### src/rtl/seg_display_pkg.sv
// Shared constants for the multiplexed seven-segment driver.
// Segment vectors are {g,f,e,d,c,b,a}; table entries are active-high.
package seg_display_pkg;

    localparam int SEG_A = 0;
    localparam int SEG_G = 6;
    localparam int SEG_W = SEG_G - SEG_A + 1;
    localparam int HEX_W = 4;

    // Entry 0 is the rightmost element of the concatenation.
    localparam logic [15:0][SEG_W-1:0] HEX_SEG_LUT = {
        7'h71, 7'h79, 7'h5E, 7'h39,
        7'h7C, 7'h77, 7'h6F, 7'h7F,
        7'h07, 7'h7D, 7'h6D, 7'h66,
        7'h4F, 7'h5B, 7'h06, 7'h3F
    };

    function automatic logic [SEG_W-1:0] seg_apply_pol(
        input logic [SEG_W-1:0] lit,
        input bit               active_low
    );
        return active_low ? ~lit : lit;
    endfunction

    function automatic logic bit_apply_pol(
        input logic lit,
        input bit   active_low
    );
        return active_low ? ~lit : lit;
    endfunction

endpackage

### src/rtl/seg_hex_decoder.sv
// Combinational hex digit to active-high segment pattern lookup.
module seg_hex_decoder
    import seg_display_pkg::*;
(
    input  logic [HEX_W-1:0] hex,
    output logic [SEG_W-1:0] seg
);

    always_comb begin
        seg = HEX_SEG_LUT[hex];
    end

endmodule

### src/rtl/mux_seven_segment_driver.sv
// N-digit multiplexed seven-segment driver with frame-synchronous load.
// Define LEADING_ZERO_BLANK_EN to suppress digits above the top non-zero one.
module mux_seven_segment_driver
    import seg_display_pkg::*;
#(
    parameter int  NUM_DIGITS     = 4,
    parameter int  REFRESH_DIV    = 1000,
    parameter bit  SEG_ACTIVE_LOW = 1'b1,
    parameter bit  AN_ACTIVE_LOW  = 1'b1,
    localparam int IDX_W = (NUM_DIGITS > 1) ? $clog2(NUM_DIGITS) : 1
)(
    input  logic                        clk,
    input  logic                        rst,
    input  logic                        load,
    input  logic [HEX_W*NUM_DIGITS-1:0] value_in,
    input  logic [NUM_DIGITS-1:0]       dp_in,
    input  logic                        blank_en,
    output logic                        load_ack,
    output logic [SEG_W-1:0]            seg_out,
    output logic                        dp_out,
    output logic [NUM_DIGITS-1:0]       an_out,
    output logic [IDX_W-1:0]            digit_idx
);

    localparam int CNT_W = $clog2(REFRESH_DIV);
    localparam logic [CNT_W-1:0] CNT_LAST = CNT_W'(REFRESH_DIV - 1);
    localparam logic [IDX_W-1:0] IDX_LAST = IDX_W'(NUM_DIGITS - 1);

    typedef logic [NUM_DIGITS-1:0][HEX_W-1:0] digits_t;

    logic [CNT_W-1:0]      cnt_q, cnt_d;
    logic [IDX_W-1:0]      idx_q, idx_d;
    digits_t               shd_val_q, shd_val_d;
    logic [NUM_DIGITS-1:0] shd_dp_q, shd_dp_d;
    logic                  pend_q, pend_d;
    digits_t               disp_val_q, disp_val_d;
    logic [NUM_DIGITS-1:0] disp_dp_q, disp_dp_d;
    logic                  ack_q, ack_d;
    logic [SEG_W-1:0]      seg_q, seg_d;
    logic                  dp_q, dp_d;
    logic [NUM_DIGITS-1:0] an_q, an_d;

    logic                  tick;
    logic                  frame_end;
    logic [HEX_W-1:0]      cur_hex;
    logic [SEG_W-1:0]      cur_seg;
    logic                  lz_blank;
    logic                  seg_on;
    logic                  dp_on;
    logic                  an_on;
    logic [NUM_DIGITS-1:0] an_vec;

    seg_hex_decoder u_dec (
        .hex (cur_hex),
        .seg (cur_seg)
    );

    always_comb begin
        tick      = (cnt_q == CNT_LAST);
        frame_end = tick && (idx_q == IDX_LAST);
        cnt_d     = tick ? '0 : cnt_q + 1'b1;
        idx_d     = idx_q;
        if (tick) begin
            idx_d = (idx_q == IDX_LAST) ? '0 : idx_q + 1'b1;
        end

        shd_val_d  = shd_val_q;
        shd_dp_d   = shd_dp_q;
        pend_d     = pend_q;
        disp_val_d = disp_val_q;
        disp_dp_d  = disp_dp_q;
        ack_d      = 1'b0;

        if (load) begin
            shd_val_d = value_in;
            shd_dp_d  = dp_in;
            pend_d    = 1'b1;
        end
        // Commit only on frame boundaries so a frame never mixes two values.
        if (frame_end && (load || pend_q)) begin
            disp_val_d = load ? value_in : shd_val_q;
            disp_dp_d  = load ? dp_in : shd_dp_q;
            pend_d     = 1'b0;
            ack_d      = 1'b1;
        end
    end

    always_comb begin
        cur_hex = disp_val_q[idx_q];
        seg_on  = 1'b1;
        dp_on   = disp_dp_q[idx_q];
        an_on   = (cnt_q != '0);

`ifdef LEADING_ZERO_BLANK_EN
        begin
            logic [IDX_W-1:0] msd;
            msd = '0;
            for (int i = 1; i < NUM_DIGITS; i++) begin
                if (disp_val_q[i] != '0) begin
                    msd = IDX_W'(i);
                end
            end
            lz_blank = (idx_q > msd);
        end
`else
        lz_blank = 1'b0;
`endif

        // A suppressed zero keeps its anode only to show a set decimal point.
        if (lz_blank) begin
            seg_on = 1'b0;
            an_on  = an_on && dp_on;
        end
        if (blank_en) begin
            seg_on = 1'b0;
            dp_on  = 1'b0;
            an_on  = 1'b0;
        end

        an_vec        = '0;
        an_vec[idx_q] = an_on;

        seg_d = seg_apply_pol(seg_on ? cur_seg : '0, SEG_ACTIVE_LOW);
        dp_d  = bit_apply_pol(dp_on, SEG_ACTIVE_LOW);
        an_d  = AN_ACTIVE_LOW ? ~an_vec : an_vec;
    end

    always_ff @(posedge clk) begin
        if (rst) begin
            cnt_q      <= '0;
            idx_q      <= '0;
            shd_val_q  <= '0;
            shd_dp_q   <= '0;
            pend_q     <= 1'b0;
            disp_val_q <= '0;
            disp_dp_q  <= '0;
            ack_q      <= 1'b0;
            seg_q      <= seg_apply_pol('0, SEG_ACTIVE_LOW);
            dp_q       <= bit_apply_pol(1'b0, SEG_ACTIVE_LOW);
            an_q       <= AN_ACTIVE_LOW ? '1 : '0;
        end else begin
            cnt_q      <= cnt_d;
            idx_q      <= idx_d;
            shd_val_q  <= shd_val_d;
            shd_dp_q   <= shd_dp_d;
            pend_q     <= pend_d;
            disp_val_q <= disp_val_d;
            disp_dp_q  <= disp_dp_d;
            ack_q      <= ack_d;
            seg_q      <= seg_d;
            dp_q       <= dp_d;
            an_q       <= an_d;
        end
    end

    assign load_ack  = ack_q;
    assign seg_out   = seg_q;
    assign dp_out    = dp_q;
    assign an_out    = an_q;
    assign digit_idx = idx_q;

endmodule

### config.mk
export PLATFORM = sky130hd
export DESIGN_NAME = mux_seven_segment_driver
export DESIGN_NICKNAME = d
export VERILOG_FILES = /design/src/rtl/seg_display_pkg.sv /design/src/rtl/seg_hex_decoder.sv /design/src/rtl/mux_seven_segment_driver.sv
export SDC_FILE = /design/constraint.sdc
export NUM_CORES = 1
export LEC_CHECK = 0
export BUFFER_PORTS_ARGS = -buffer_cell sky130_fd_sc_hd__buf_2
export CORE_ASPECT_RATIO = 1.2
export CORE_MARGIN = 2
export CORE_UTILIZATION = 55
export DETAILED_ROUTE_END_ITERATION = 16
export PLACE_DENSITY = 0.77
export SLEW_MARGIN = 20
export SYNTH_ARGS = -nofsm -noshare
export SYNTH_HDL_FRONTEND = slang
export SYNTH_SLANG_ARGS = --single-unit
### constraint.sdc
create_clock -name clk -period 2.8 [get_ports clk]
set_input_delay 0.42 -clock clk [delete_from_list [all_inputs] [get_ports clk]]
set_output_delay 0.42 -clock clk [all_outputs]
set_load 0.01 [all_outputs]
==> results by group, run 1 <==
Outcome
  – Status: completed

Setup path
  – Critical path arrival: 2.48 ns
  – Ordered list of cells on the worst path: mux4_2 > ha_1 > or3b_2 > o221ai_1 > nand2_1
  – CP max stage cell: mux4_2
  – Cell family with most CP delay: multiplexers
  – CP required: 3.02 ns
  – Buf+Inv Stages, Crit Path: 0
  – R2r startpoint: digit_idx[0]$_SDFFE_PP0N_
  – Internal reg-to-reg setup slack: 0.54 ns
  – CP peak stage delay: 0.63 ns
  – Crit path launch: digit_idx[0]$_SDFFE_PP0N_
  – Startpoint type of the worst setup path: flip-flop
  – Reg2reg path depth: 5
  – Maximum net fanout on the critical path: 11
  – CP Class: reg2reg
  – CP Capture Type: flip-flop
  – RR Endpoint: seg_out[0]$_SDFF_PP1_
  – Instance count on the critical path: 5
  – Worst setup endpoint: seg_out[0]$_SDFF_PP1_

Clock network
  – CTS tree: done
  – CTS Sinks: 66
  – H-tree depth: 3
  – Clock Tree Root: clkbuf_8
  – Worst-Skew Late Latency: 0.34 ns
  – CTS Hold Buffers Added: 0
  – Total CTS buffers: 9
  – Setup bufs post-CTS: 0
  – # resized after CTS: 0
  – Clk buf depth: 2
  – Reg clk slew, reported paths: 0.06 ns

Power and ir drop
  – Flop pwr share: 56.1%
  – Leak Pwr: 1.208 nW
  – Clock share of power: 38.3%
  – Power per cell area: 585.4 nW/µm²
  – Logic pwr share: 5.6%
  – Peak VDD IR: 0.4534 mV
  – Sw Ratio: 22.45%
  – Internal Power: 0.001351 W
  – P_sw: 0.0003910 W

Layout
  – # nets final: 320
  – N_diodes: 0
  – Layout Utilization: 64.76%
  – Layout cell share with drive strength beyond 1: 21.45%
  – Syn-to-layout area delta: 13.45%
  – Final Cell Area: 2975 µm²

STA
  – Fmax achieved: 442.3 MHz
  – RSZ-0062 raised after global routing: false
  – Final hold vios: 0
  – Final setup TNS: 0 ns
  – Worst-margin pin slew: 0.4989 ns
  – Relative slew margins: 66.74%
  – Setup violations, final: 0
  – Post-layout minimum cycle time: 2.261 ns
  – Pins Over Slew Limit: 0
  – Final Cycle Share: 80.74%
  – Clk_skew: 0.006531 ns

Synthesis
  – Syn avg cell area: 10.45 µm²
  – Leading post-synthesis cells by cell area: dfxtp_1, mux2i_1, o2bb2ai_1
  – EDFF count, synth: 0
  – Synth top cells by count: dfxtp_1, nor2_1, mux2i_1
  – Top-count cell post-synth: dfxtp_1
  – Netlist Area Pre-Place: 2623 µm²
  – Synth Register Bits: 66
  – Ys Warns: 0
  – Netlist cell types: 36
  – Mapped Cells: 251
  – Sequential area share after synthesis: 50.38%
  – Fraction of registers with async set/reset: 0%
  – Post-synth top area cell: dfxtp_1
  – Share of the synthesized area in the top cell type: 50.38%
  – Syn_nets: 287
  – Post-synth top flop: dfxtp_1

Placed design
  – HPWL after DPL: 3189 µm
  – DP Area: 2811 µm²
  – IO buf count: 38
  – Gpl congestion: 0.8823

Global routing
  – First-pass GRT wire length: 7748 µm
  – Initial antenna violation count: 0
  – Met3 capacity usage during global routing: 3.808%
  – Grt total ovfl: 0
  – M1 GR Usage: 24.93%
  – Pin count of the biggest net entering global routing: 30
  – Busiest grt layer: met2
  – GR Util met2: 29.60%
  – GRT Overall Usage: 19.47%
  – Vias in the first global route: 1704

Drt
  – Vias: 1825
  – Iteration-0 DRC Markers: 197
  – Avg WL per Cell: 13.14 µm
  – DRT antenna net count: 0
  – Drt pass-1 iters: 4
  – # DRC: 0
  – Drt via density: 5.259
  – Total wire length: 4559 µm

Floorplan
  – Die ar.: 5339 µm²
  – Die Height: 79.64 µm
  – Core Box Area: 4594 µm²
  – Initial Util: 57.08%
  – Die width: 67.04 µm
  – Num rows: 27
  – I/O Pins: 39

Job
  – Max_cap viols: 0

Hold path
  – Worst hold path class: in2reg
metrics by stage:
stage	power [W]	setup WS, ns	std cells	hold slack [ns]
after floorplan	0.001061	0.6264	251	0.4271
after global placement	0.001094	0.5797	331	0.4410
after detailed placement	0.001095	0.5184	331	0.4478
after CTS	0.001762	0.5103	347	0.3345
after global routing	0.001811	0.4087	347	0.3581
final	0.001742	0.5392	347	0.3397
layer usage:
metal	routed length [µm]	vias to the layer above
met5	0	-
met3	207	11
met2	2122	48
met4	134	0
met1	2095	827
li1	-	939
layout make-up:
type                            instances  area, µm²
Tap cell                               58      72.57
Clock buffer                           13      148.9
Clock inverter                          3      15.01
Inverter                               11      41.29
Timing Repair Buffer                   39      197.7
Multi-Input combinational cell        157       1179
Fill cell                             390       1619
Sequential cell                        66       1321
power groups by stage:
stage	Combinational [W]	Clock [W]	Sequential, W
after floorplan	0.0000644	0	0.000997
after global placement	0.0000974	0	0.000997
after detailed placement	0.0000981	0	0.000997
after CTS	0.0000992	0.000686	0.000976
after global routing	0.000112	0.000720	0.000978
final	0.0000975	0.000668	0.000976
logic make-up (layout without fill, tap and decap cells):
| logic type | Yosys count | in the layout | synth area share (%) |
|---|---|---|---|
| AO/OA/AOI/OAI | 39 | 39 | 11.40 |
| XOR/XNOR | 9 | 9 | 3.006 |
| adder cells (fa/ha/maj) | 12 | 12 | 5.725 |
| buffers and inverters | 28 | 66 | 4.676 |
| flip-flops | 66 | 66 | 50.38 |
| multiplexers | 28 | 28 | 13.12 |
| AND/OR/NAND/NOR | 69 | 69 | 11.69 |
layout by cell type, fill, tap and decap left out, types with 2 or more instances in the layout:
| master | count |
|---|---|
| nand2_1 | 10 |
| a31oi_1 | 3 |
| a21oi_1 | 5 |
| dfxtp_1 | 66 |
| nor2_1 | 41 |
| inv_1 | 11 |
| o21ai_0 | 4 |
| nand3_1 | 4 |
| clkbuf_8 | 10 |
| nand4_1 | 3 |
| mux2i_1 | 22 |
| xor2_1 | 2 |
| buf_2 | 38 |
| ha_1 | 12 |
| o221ai_1 | 2 |
| xnor2_1 | 7 |
| mux4_2 | 5 |
| nor3_1 | 2 |
| clkinv_2 | 3 |
| o2bb2ai_1 | 20 |
| clkbuf_1 | 3 |
state kept, by name (all words and copies together) (netlist names):
signal,cells
an_out,4
cnt_q,10
digit_idx,2
disp_dp_q,4
disp_val_q,16
dp_out,1
load_ack,1
pend_q,1
seg_out,7
shd_dp_q,4
shd_val_q,16
worst register-to-register path, stage by stage (launching register included):
cell and delay [ns]:
dfxtp_1 0.61, mux4_2 0.63, ha_1 0.28, or3b_2 0.48, o221ai_1 0.08, nand2_1 0.07
worst min-delay path by stage:
| stage | startpoint | cells past startpoint | end |
|---|---|---|---|
| global route | blank_en | 3 | seg_out[0]$_SDFF_PP1_ |
| detailed placement | disp_val_q[9]$_SDFFE_PP0P_ | 1 | disp_val_q[9]$_SDFFE_PP0P_ |
| CTS | blank_en | 3 | seg_out[0]$_SDFF_PP1_ |
| finish | value_in[6] | 3 | shd_val_q[6]$_SDFF_PP0_ |
| global placement | disp_val_q[10]$_SDFFE_PP0P_ | 1 | disp_val_q[10]$_SDFFE_PP0P_ |
| floorplan | disp_dp_q[2]$_SDFFE_PP0P_ | 1 | disp_dp_q[2]$_SDFFE_PP0P_ |
Power figures use the tool's default switching activity.
==> run 2, diff against run 1 <==
--- a/config.mk
+++ b/config.mk
@@ -8,9 +8,9 @@
 export BUFFER_PORTS_ARGS = -buffer_cell sky130_fd_sc_hd__buf_2
 export CORE_ASPECT_RATIO = 1.2
 export CORE_MARGIN = 2
-export CORE_UTILIZATION = 55
+export CORE_UTILIZATION = 50
 export DETAILED_ROUTE_END_ITERATION = 16
-export PLACE_DENSITY = 0.77
+export PLACE_DENSITY = 0.74
 export SLEW_MARGIN = 20
 export SYNTH_ARGS = -nofsm -noshare
 export SYNTH_HDL_FRONTEND = slang
==> constraint.sdc (replaced) <==
create_clock -name clk -period 1.99 [get_ports clk]
set_input_delay 0.2985 -clock clk [delete_from_list [all_inputs] [get_ports clk]]
set_output_delay 0.2985 -clock clk [all_outputs]
set_load 0.01 [all_outputs]
==> results by group, run 2 (same netlist as run 1, synthesis figures left out) <==
Setup path
  – CP required: 2.21 ns (was 3.02 ns)
  – CP Class: reg2reg (unchanged)
  – Startpoint type of the worst setup path: flip-flop (unchanged)
  – CP Capture Type: flip-flop (unchanged)
  – Maximum net fanout on the critical path: 5 (was 11)
  – R2r startpoint: digit_idx[0]$_SDFFE_PP0N_ (unchanged)
  – Critical path arrival: 2.12 ns (was 2.48 ns)
  – Reg2reg path depth: 5 (unchanged)
  – RR Endpoint: seg_out[0]$_SDFF_PP1_ (unchanged)
  – Internal reg-to-reg setup slack: 0.09 ns (was 0.54 ns)

Drt
  – WL met2: 2333 µm (was 2122 µm)
  – Avg WL per Cell: 13.00 µm (was 13.14 µm)
  – Drt via density: 5.246 (was 5.259)
  – Drt pass-1 iters: 4 (unchanged)
  – Metal3 WL: 137 µm (was 207 µm)
  – Iteration-0 DRC Markers: 110 (was 197)
  – Total wire length: 4706 µm (was 4559 µm)
  – # DRC: 0 (unchanged)
  – DRT antenna net count: 0 (unchanged)
  – Highest Signal Layer: met4 (unchanged)
  – WL met1: 2145 µm (was 2095 µm)
  – Vias: 1899 (was 1825)

Placed design
  – IO buf count: 38 (unchanged)
  – Placed insts: 345 (was 331)
  – Gpl congestion: 0.7975 (was 0.8823)
  – HPWL after DPL: 3340 µm (was 3189 µm)

Clock network
  – Total CTS buffers: 9 (unchanged)
  – Reg clk slew, reported paths: 0.07 ns (was 0.06 ns)
  – Worst-Skew Late Latency: 0.33 ns (was 0.34 ns)
  – H-tree depth: 3 (unchanged)
  – Clock Tree Root: clkbuf_8 (unchanged)
  – CTS tree: done (unchanged)
  – CTS Sinks: 66 (unchanged)
  – Clk buf depth: 2 (unchanged)
  – CTS Hold Buffers Added: 0 (unchanged)

STA
  – Hold slack: 0.2371 ns (was 0.3397 ns)
  – RSZ-0062 raised after global routing: true (was false)
  – Worst-margin pin slew: 0.4222 ns (was 0.4989 ns)
  – Final setup TNS: 0 ns (unchanged)
  – Pins Over Slew Limit: 0 (unchanged)
  – Clk_skew: 0.007246 ns (was 0.006531 ns)
  – Post-layout minimum cycle time: 1.904 ns (was 2.261 ns)
  – Setup violations, final: 0 (unchanged)
  – Final hold vios: 0 (unchanged)
  – Relative slew margins: 71.49% (was 66.74%)
  – Fmax achieved: 525.2 MHz (was 442.3 MHz)
  – Final Cycle Share: 95.68% (was 80.74%)

Job
  – Max_cap viols: 0 (unchanged)

Global routing
  – GRT Overall Usage: 17.05% (was 19.47%)
  – Initial antenna violation count: 0 (unchanged)
  – Vias in the first global route: 1842 (was 1704)
  – Pin count of the biggest net entering global routing: 22 (was 30)
  – Grt total ovfl: 0 (unchanged)
  – First-pass GRT wire length: 7969 µm (was 7748 µm)

Hold path
  – HP Start: value_in[15] (was value_in[6])
  – Hold path endpoint: shd_val_q[15]$_SDFF_PP0_ (was shd_val_q[6]$_SDFF_PP0_)
  – Worst Hold Depth: 3 (unchanged)
  – Worst hold path class: in2reg (unchanged)

Power and ir drop
  – Sw Ratio: 21.19% (was 22.45%)
  – Peak VDD IR: 0.5857 mV (was 0.4534 mV)
  – Power per cell area: 868.8 nW/µm² (was 585.4 nW/µm²)
  – Clock share of power: 44.5% (was 38.3%)
  – Leak Pwr: 1.303 nW (was 1.208 nW)
  – P_sw: 0.0005794 W (was 0.0003910 W)
  – Logic pwr share: 5.5% (was 5.6%)
  – Internal Power: 0.002155 W (was 0.001351 W)
  – Flop pwr share: 50.1% (was 56.1%)

Floorplan
  – Core Box Area: 5010 µm² (was 4594 µm²)
  – Die ar.: 5843 µm² (was 5339 µm²)
  – Num rows: 28 (was 27)
  – Die width: 70.11 µm (was 67.04 µm)
  – Initial Util: 52.35% (was 57.08%)
  – Die Height: 83.34 µm (was 79.64 µm)
  – I/O Pins: 39 (unchanged)

Layout
  – Largest regs: disp_val_q: 16 flops, shd_val_q: 16 flops, cnt_q: 10 flops (unchanged)
  – Layout cell share with drive strength beyond 1: 26.82% (was 21.45%)
  – Final Non-Filler Cells: 362 (was 347)
  – Commonest non-fill, non-tap cells in the layout: dfxtp_1, nor2_1, buf_2, mux2i_1, o2bb2ai_1 (unchanged)
  – Syn-to-layout area delta: 19.99% (was 13.45%)
  – # nets final: 333 (was 320)
  – Filler instances: 417 (was 390)
  – Commonest non-fill, non-tap cell in the layout: dfxtp_1 (unchanged)
  – N_diodes: 0 (unchanged)

Outcome
  – Status: completed (unchanged)
## run 2: repair_timing
action,in CTS,in global routing
setup buffers,0,1
gates resized for setup,0,2
setup endpoints to repair,0,4
## run 2: layer usage
layer  vias to the layer above  GRT usage (%)
met3                         9          4.369
li1                        963              -
met2                        29          27.79
met5                         -              0
met1                       898          20.55
met4                         0          8.916
## run 2: final cells by class
type / count / area [µm²] / share of cell area, %
Timing Repair Buffer: 52 / 295.3 / 9.384
Inverter: 11 / 41.29 / 1.312
Clock buffer: 10 / 137.6 / 4.374
Sequential cell: 66 / 1326 / 42.15
Multi-Input combinational cell: 157 / 1191 / 37.85
Clock inverter: 6 / 80.08 / 2.545
Tap cell: 60 / 75.07 / 2.386
## run 2: worst max-delay path, stage by stage, from the launching register on
cell	delay (ns)
dfxtp_4	0.38
mux4_2	0.59
ha_4	0.21
or3b_2	0.46
o221ai_1	0.09
nand2_1	0.07
## run 2: stage by stage
stage / power [W] / instance area (µm²) / utilization, % / setup WS [ns]
6_report: 0.002734 / 3147 / 62.81 / 0.08598
5_1_grt: 0.002841 / 3147 / 62.81 / -0.004716
4_1_cts: 0.002769 / 3136 / 62.59 / 0.07340
3_5_place_dp: 0.001551 / 2918 / 58.24 / 0.08761
3_3_place_gp: 0.001547 / 2918 / 58.24 / 0.1165
2_1_floorplan: 0.001493 / 2643 / - / 0.007164
## run 2: power by group through the flow
| stage | combinational (W) | sequential, W | clock, W |
|---|---|---|---|
| global placement | 0.000148 | 0.00140 | 0 |
| global route | 0.000168 | 0.00137 | 0.00130 |
| finish | 0.000149 | 0.00137 | 0.00122 |
| CTS | 0.000152 | 0.00137 | 0.00125 |
| detailed placement | 0.000151 | 0.00140 | 0 |
| floorplan | 0.0000906 | 0.00140 | 0 |
## run 2: worst max-delay path by stage
stage                         startpoint                     endpoint  depth (start not counted)
6_report       digit_idx[0]$_SDFFE_PP0N_        seg_out[0]$_SDFF_PP1_                          5
3_3_place_gp   digit_idx[0]$_SDFFE_PP0N_        seg_out[0]$_SDFF_PP1_                          5
2_1_floorplan  digit_idx[0]$_SDFFE_PP0N_        seg_out[0]$_SDFF_PP1_                          6
3_5_place_dp   digit_idx[0]$_SDFFE_PP0N_        seg_out[0]$_SDFF_PP1_                          5
4_1_cts        digit_idx[0]$_SDFFE_PP0N_        seg_out[0]$_SDFF_PP1_                          5
5_1_grt              cnt_q[7]$_SDFF_PP0_  disp_val_q[10]$_SDFFE_PP0P_                          4
